<file path="src/rtl/clock_tick_ctrl.sv">
// Clock-chain control: seconds prescaler plus debounced mode/inc buttons feeding a RUN/SET_HR/SET_MIN FSM.
// Optional build macro AUTO_REPEAT_EN adds auto-repeat of increment pulses while btn_inc is held in a set state.
//
// state   | meaning
// RUN     | prescaler counting, sec_tick every DIV cycles, inc presses ignored
// SET_HR  | prescaler held at 0, inc press -> hr_inc pulse
// SET_MIN | prescaler held at 0, inc press -> min_inc pulse
module clock_tick_ctrl #(
  parameter int CLK_HZ          = 100_000_000,
  parameter int TICK_HZ         = 1,
  parameter int DEBOUNCE_CYCLES = 1_000_000,
  parameter int REPEAT_CYCLES   = 25_000_000
) (
  input  logic       clk,
  input  logic       reset,
  input  logic       btn_mode,
  input  logic       btn_inc,
  output logic       sec_tick,
  output logic       min_inc,
  output logic       hr_inc,
  output logic [1:0] mode,
  output logic       running
);

  localparam int DIV = CLK_HZ / TICK_HZ;
  localparam int PW  = $clog2(DIV);
  localparam int DW  = $clog2(DEBOUNCE_CYCLES) + 1;

  if (DIV < 2) begin : g_div_chk
    $error("clock_tick_ctrl: CLK_HZ/TICK_HZ must be at least 2");
  end
  if (DEBOUNCE_CYCLES < 1) begin : g_deb_chk
    $error("clock_tick_ctrl: DEBOUNCE_CYCLES must be at least 1");
  end
  if (REPEAT_CYCLES < 1) begin : g_rep_chk
    $error("clock_tick_ctrl: REPEAT_CYCLES must be at least 1");
  end

  typedef enum logic [1:0] {
    RUN     = 2'b00,
    SET_HR  = 2'b01,
    SET_MIN = 2'b10
  } state_t;

  state_t          state;
  logic [PW-1:0]   presc;
  logic [1:0]      sync1, sync2, db, db_q;
  logic [DW-1:0]   db_cnt [2];
  logic            mode_press, inc_press, inc_evt;

  // bit 0 = mode button, bit 1 = inc button
  always_ff @(posedge clk or posedge reset) begin
    if (reset) begin
      sync1 <= '0;
      sync2 <= '0;
      db    <= '0;
      db_q  <= '0;
      for (int i = 0; i < 2; i++) db_cnt[i] <= '0;
    end else begin
      sync1 <= {btn_inc, btn_mode};
      sync2 <= sync1;
      db_q  <= db;
      for (int i = 0; i < 2; i++) begin
        if (sync2[i] == db[i]) begin
          db_cnt[i] <= '0;
        end else if (db_cnt[i] == DW'(DEBOUNCE_CYCLES - 1)) begin
          db[i]     <= sync2[i];
          db_cnt[i] <= '0;
        end else begin
          db_cnt[i] <= db_cnt[i] + 1'b1;
        end
      end
    end
  end

  assign mode_press = db[0] & ~db_q[0];
  assign inc_press  = db[1] & ~db_q[1];

`ifdef AUTO_REPEAT_EN
  localparam int RW = $clog2(REPEAT_CYCLES) + 1;

  logic [RW-1:0] rep_cnt;
  logic          rep_arm;
  logic          rep_fire;

  assign rep_fire = rep_arm & db[1] & (rep_cnt == RW'(REPEAT_CYCLES - 1));
  assign inc_evt  = inc_press | rep_fire;

  // Armed only by a press accepted in a set state; any mode change or release disarms.
  always_ff @(posedge clk or posedge reset) begin
    if (reset) begin
      rep_arm <= 1'b0;
      rep_cnt <= '0;
    end else if (!db[1] || mode_press || state == RUN) begin
      rep_arm <= 1'b0;
      rep_cnt <= '0;
    end else if (inc_press) begin
      rep_arm <= 1'b1;
      rep_cnt <= '0;
    end else if (rep_arm) begin
      rep_cnt <= rep_fire ? '0 : rep_cnt + 1'b1;
    end
  end
`else
  assign inc_evt = inc_press;
`endif

  always_ff @(posedge clk or posedge reset) begin
    if (reset) begin
      state    <= RUN;
      running  <= 1'b1;
      presc    <= '0;
      sec_tick <= 1'b0;
      hr_inc   <= 1'b0;
      min_inc  <= 1'b0;
    end else begin
      sec_tick <= 1'b0;
      hr_inc   <= 1'b0;
      min_inc  <= 1'b0;
      case (state)
        RUN: begin
          // a mode press in the terminal cycle still lets this tick out
          sec_tick <= (presc == PW'(DIV - 1));
          presc    <= (presc == PW'(DIV - 1)) ? '0 : presc + 1'b1;
          if (mode_press) begin
            state   <= SET_HR;
            running <= 1'b0;
          end
        end
        SET_HR: begin
          presc <= '0;
          if (mode_press) state <= SET_MIN;
          else if (inc_evt) hr_inc <= 1'b1;
        end
        SET_MIN: begin
          presc <= '0;
          if (mode_press) begin
            state   <= RUN;
            running <= 1'b1;
          end else if (inc_evt) begin
            min_inc <= 1'b1;
          end
        end
        default: begin
          state   <= RUN;
          running <= 1'b1;
          presc   <= '0;
        end
      endcase
    end
  end

  assign mode = state;

endmodule

</file>
<file path="config.mk">
export PLATFORM = sky130hd
export DESIGN_NAME = clock_tick_ctrl
export DESIGN_NICKNAME = d
export VERILOG_FILES = /design/src/rtl/clock_tick_ctrl.sv
export SDC_FILE = /design/constraint.sdc
export NUM_CORES = 1
export LEC_CHECK = 0
export ABC_AREA = 1
export BUFFER_PORTS_ARGS = -buffer_cell sky130_fd_sc_hd__buf_4
export CORE_UTILIZATION = 30
export CTS_BUF_LIST = sky130_fd_sc_hd__clkbuf_8
export DETAILED_ROUTE_END_ITERATION = 12
export PLACE_DENSITY_LB_ADDON = 0.12
export SYNTH_ARGS = -nofsm -noshare
export SYNTH_HDL_FRONTEND = slang
export SYNTH_SLANG_ARGS = --single-unit
export TNS_END_PERCENT = 1
</file>
<file path="constraint.sdc">
create_clock -name clk -period 5.7 [get_ports clk]
set_input_delay 1.14 -clock clk [delete_from_list [all_inputs] [get_ports clk]]
set_output_delay 1.14 -clock clk [all_outputs]
set_load 0.02 [all_outputs]
</file>
* Word-level counts from Yosys, hierarchy flattened *
Cells that the tools add are included.

storage, ports and cells
  register bits = 83
  word-level logic and storage cells = 56

cells by class
  add/sub/neg operators = 3
  eq/ne operators = 10
  multiplexer cells = 18
  bitwise operators = 7
  reduce and logical (&&, ||, !) cells = 5

operators by type and width
  kind                     number
  $mux W21                 4
  $mux W27                 2
  $add A21 B1 Y21 const B  2
  $eq A21 B20 Y1 const B   2
  $add A27 B1 Y27 const B  1
  $eq A27 B27 Y1 const B   1
  $mux W1                  7
  $mux W2                  3
  $ne A2 B2 Y1 const B     3
  $pmux W2 S3              1
  $reduce_and A3 Y1        2
  $not A1 Y1               5
  $reduce_and A2 Y1        2
  $pmux W1 S3              1
  $and A1 B1 Y1            2
  $eq A1 B1 Y1             2
  $eq A2 B1 Y1 const B     1
  $eq A2 B2 Y1 const B     1
  $logic_not A2 Y1         1

* Depth between registers and ports, before layout *
  depth after elaboration = 5
  mapped depth = 9
  mapped depth without buffers = 8

* Least setup slack after synthesis *
OpenSTA, ideal clock, no wires.

  path kind = register to output
  start = register running
  end = output running
  arrival time = 563 ps
  data required time = 4560 ps
  slack = 3997 ps
  cell stages (with the launch flop) = 1
  buffers on the path = 0
  path through = dfstp_2

RTL lines
  item                    line  source
  from (decl)             22    output logic running
  from (signal assigned)  111   running <= 1'b1;
  from (signal assigned)  127   running <= 1'b0;
  from (signal assigned)  139   running <= 1'b1;

No word-level cell between the ends.

* Final worst setup path *
  start = register running
  end = output running

No word-level cell between the ends.

==> run summary <==
status = finished clean
layout cells sized above 1 = 9.18%
final setup violation count = 0
critical path type = flop to output pin
area delta synth->final = 11.9%
Ys Warns = 0
Total GRT Usage = 14.5%
number of global-route vias before repair = 3477
synthesized net count = 572
Post-CTS Resized = 0
Worst Reg-to-Reg Cells = 4
clock share of power = 43.7%
Final Hold Vio Count = 0
ant diodes = 0
slowest stage delay, CP = 0.56 ns
Nets = 591
post-synthesis sequential area ratio = 47.7%
Overflow after GRT = 0
Row Count = 43
Inserted Clock Buffers = 9
RSZ-0062 raised after global routing = false
Slew Limit Fails = 0
r2r setup slk = 3.65 ns
first-pass GRT wire length = 16600 um
DR WL/cell = 12.4 um
Mean Syn Cell Area = 7.71 um2
Final min period = 2.20 ns
Worst EP required = 4.56 ns
die area = 0.0150 mm2
CTS Hold Bufs = 0
router iterations before antenna repair = 4
CTS sink cnt = 83
Final period util = 38.6%
Yosys reg bits = 83
Combinational Power Share = 2.6%
Die Y = 123 um
setup TNS = 0 ns
initial antenna violation count = 0
Cell Pwr Density = 228 mW/mm2
Int Power = 869 uW
leakage = 2.12 nW
total power = 1.11 mW
GPL Wtd Cong = 0.835
Synth Instances = 565
I/O Buffers = 9
cell area after synthesis = 0.00436 mm2
Hold Path Class = flop to flop
CP Launch Type = flop
worst path bufs/invs = 1
Worst-path clk slew = 0.08 ns
routed via count = 3466
htree depth = 3
CTS tree = yes
critical path arrival = 1.06 ns
Slew @ Worst Pin = 1.08 ns
Worst Hold Path EP = sync2[0]$_DFF_PP0_
Initial Util = 31.0%
Worst setup EP type = output pin
switching power = 241 uW
DRC Markers = 0
Via density = 4.51
Hold Path Depth = 0
largest net degree at the start of global routing = 56
CP top delay family = flip-flops
synth unique cells = 25
CTS max path bufs = 2
Ports = 10
Critical-path top delay cell = dfstp_2
fillers = 1481
slew margin rel. = 28.0%
Worst Skew = 0.0125 ns
CP Cell Sequence = buf_4
Root Buffer = clkbuf_8
clock insertion delay at the later pin of the skew report = 0.37 ns
CP max FO = 2
dpl hpwl = 7010 um
worst vdd ir = 0.000102 V
hold path startpoint = sync1[0]$_DFF_PP0_
DRT iter0 DRCs = 222
Worst R2R End = mode[0]$_DFFE_PP0P_
switching part of the total = 21.7%
R2R Path Start = mode[0]$_DFFE_PP0P_
Core ar. = 0.0140 mm2
Setup Buffers After CTS = 0
Flop pwr share = 53.7%
Final ANT Viol Nets = 0
FMAX = 0.454 GHz
Die W = 123 um
WL final = 9510 um
maxcap violations = 0
-- power groups by stage --
stage,combinational (mW),sequential (mW),clock [mW]
5_1_grt,0.0346,0.598,0.533
6_report,0.0286,0.596,0.485
3_3_place_gp,0.0300,0.608,0
4_1_cts,0.0303,0.596,0.508
3_5_place_dp,0.0301,0.608,0
2_1_floorplan,0.0196,0.607,0
-- worst register-to-register path, cell delays in order (launching register included) --
cell	delay, ns
dfrtp_1	0.43
nor2_1	0.83
inv_1	0.39
nor2_1	0.21
o21bai_1	0.13
-- metal layers --
| layer | global-route usage, % | vias to the layer above | share of wire, % |
|---|---|---|---|
| li1 | - | 1824 | - |
| met1 | 19.6 | 1588 | 51 |
| met2 | 21.8 | 38 | 44 |
| met3 | 2.83 | 16 | 3.0 |
| met4 | 7.39 | 0 | 2.6 |
| met5 | 0 | - | 0 |
-- state kept, by name (all words and copies together) (netlist names) --
| register | cells |
|---|---|
| db_cnt | 42 |
| hr_inc | 1 |
| sync2 | 2 |
| sec_tick | 1 |
| db | 2 |
| presc | 27 |
| sync1 | 2 |
| mode | 2 |
| running | 1 |
| min_inc | 1 |
| db_q | 2 |
-- cells in the final DEF, fill, tap and decap left out --
| cell | instances |
|---|---|
| a21oi_1 | 16 |
| a2bb2oi_1 | 1 |
| and2_1 | 5 |
| buf_4 | 12 |
| bufinv_16 | 2 |
| clkbuf_8 | 11 |
| clkinv_2 | 2 |
| clkinv_4 | 1 |
| dfrtp_1 | 82 |
| dfstp_2 | 1 |
| ha_1 | 3 |
| inv_1 | 46 |
| nand2_1 | 112 |
| nand2_2 | 7 |
| nand2_4 | 1 |
| nand3_1 | 53 |
| nand3b_1 | 5 |
| nand4_1 | 9 |
| nor2_1 | 150 |
| nor2_2 | 13 |
| nor2_4 | 4 |
| nor3_1 | 9 |
| nor3b_1 | 4 |
| o21ai_0 | 5 |
| o21bai_1 | 1 |
| xnor2_1 | 16 |
| xor2_1 | 17 |
-- how the worst max path moves through the flow --
stage                        startpoint  slack (ns)  cells after the start                    to
finish              running$_DFFE_PP1P_        3.50                      1               running
global route        running$_DFFE_PP1P_        3.45                      1               running
CTS                 running$_DFFE_PP1P_        3.46                      1               running
detailed placement                reset        3.33                      3   db_cnt[8]$_DFF_PP0_
global placement                  reset        3.33                      3  db_cnt[16]$_DFF_PP0_
floorplan                         reset        2.42                      1     db[0]$_DFFE_PP0P_
-- metrics by stage --
| step | utilization, % | worst slack (ns) | instance area (um2) | instances | hold slack, ns |
|---|---|---|---|---|---|
| CTS | 34.7 | 3.46 | 4870 | 768 | 0.360 |
| global placement | 33.1 | 3.33 | 4650 | 753 | 0.341 |
| floorplan | - | 2.42 | 4360 | 565 | 0.331 |
| global route | 34.7 | 3.45 | 4870 | 768 | 0.382 |
| detailed placement | 33.1 | 3.33 | 4650 | 753 | 0.340 |
| finish | 34.7 | 3.50 | 4870 | 768 | 0.359 |
-- cell families after synthesis --
family	Yosys count	synth area share, %
AOI/OAI and AO/OA	23	2.79
xor gates and xnor gates	33	6.63
buffers and inverters	51	4.60
adders and majority gates	3	0.862
and+or+nand+nor	372	37.4
DFF	83	47.7
-- area by class of cell --
cell class / count / area (um2) / share of cell area (%)
inverters: 47 / 178 / 3.64
repair buffers: 12 / 90.1 / 1.85
well taps: 180 / 225 / 4.62
clock buffers: 11 / 151 / 3.11
clock inverters: 4 / 73.8 / 1.51
flip-flops and latches: 83 / 2080 / 42.6
multi-input cells: 431 / 2080 / 42.6
-- synth_stat cells --
cell type	instances	area share [%]
xnor2_1	16	3.2
nand3b_1	5	0.86
o21ai_0	5	0.57
inv_1	47	4.0
dfstp_2	1	0.60
buf_6	1	0.26
and2_1	5	0.72
nor2_2	13	1.9
nand2_4	1	0.26
buf_2	1	0.11
nand2_1	112	9.6
a21oi_1	16	1.8
nand3_1	53	6.1
clkbuf_1	2	0.17
nand4_1	9	1.3
nor3b_1	4	0.69
xor2_1	17	3.4
a2bb2oi_1	1	0.20
nor2_1	150	13
dfrtp_1	82	47
nor3_1	9	1.0
ha_1	3	0.86
o21bai_1	1	0.17
nand2_2	7	1.0
nor2_4	4	1.0
Power figures use the tool's default switching activity.
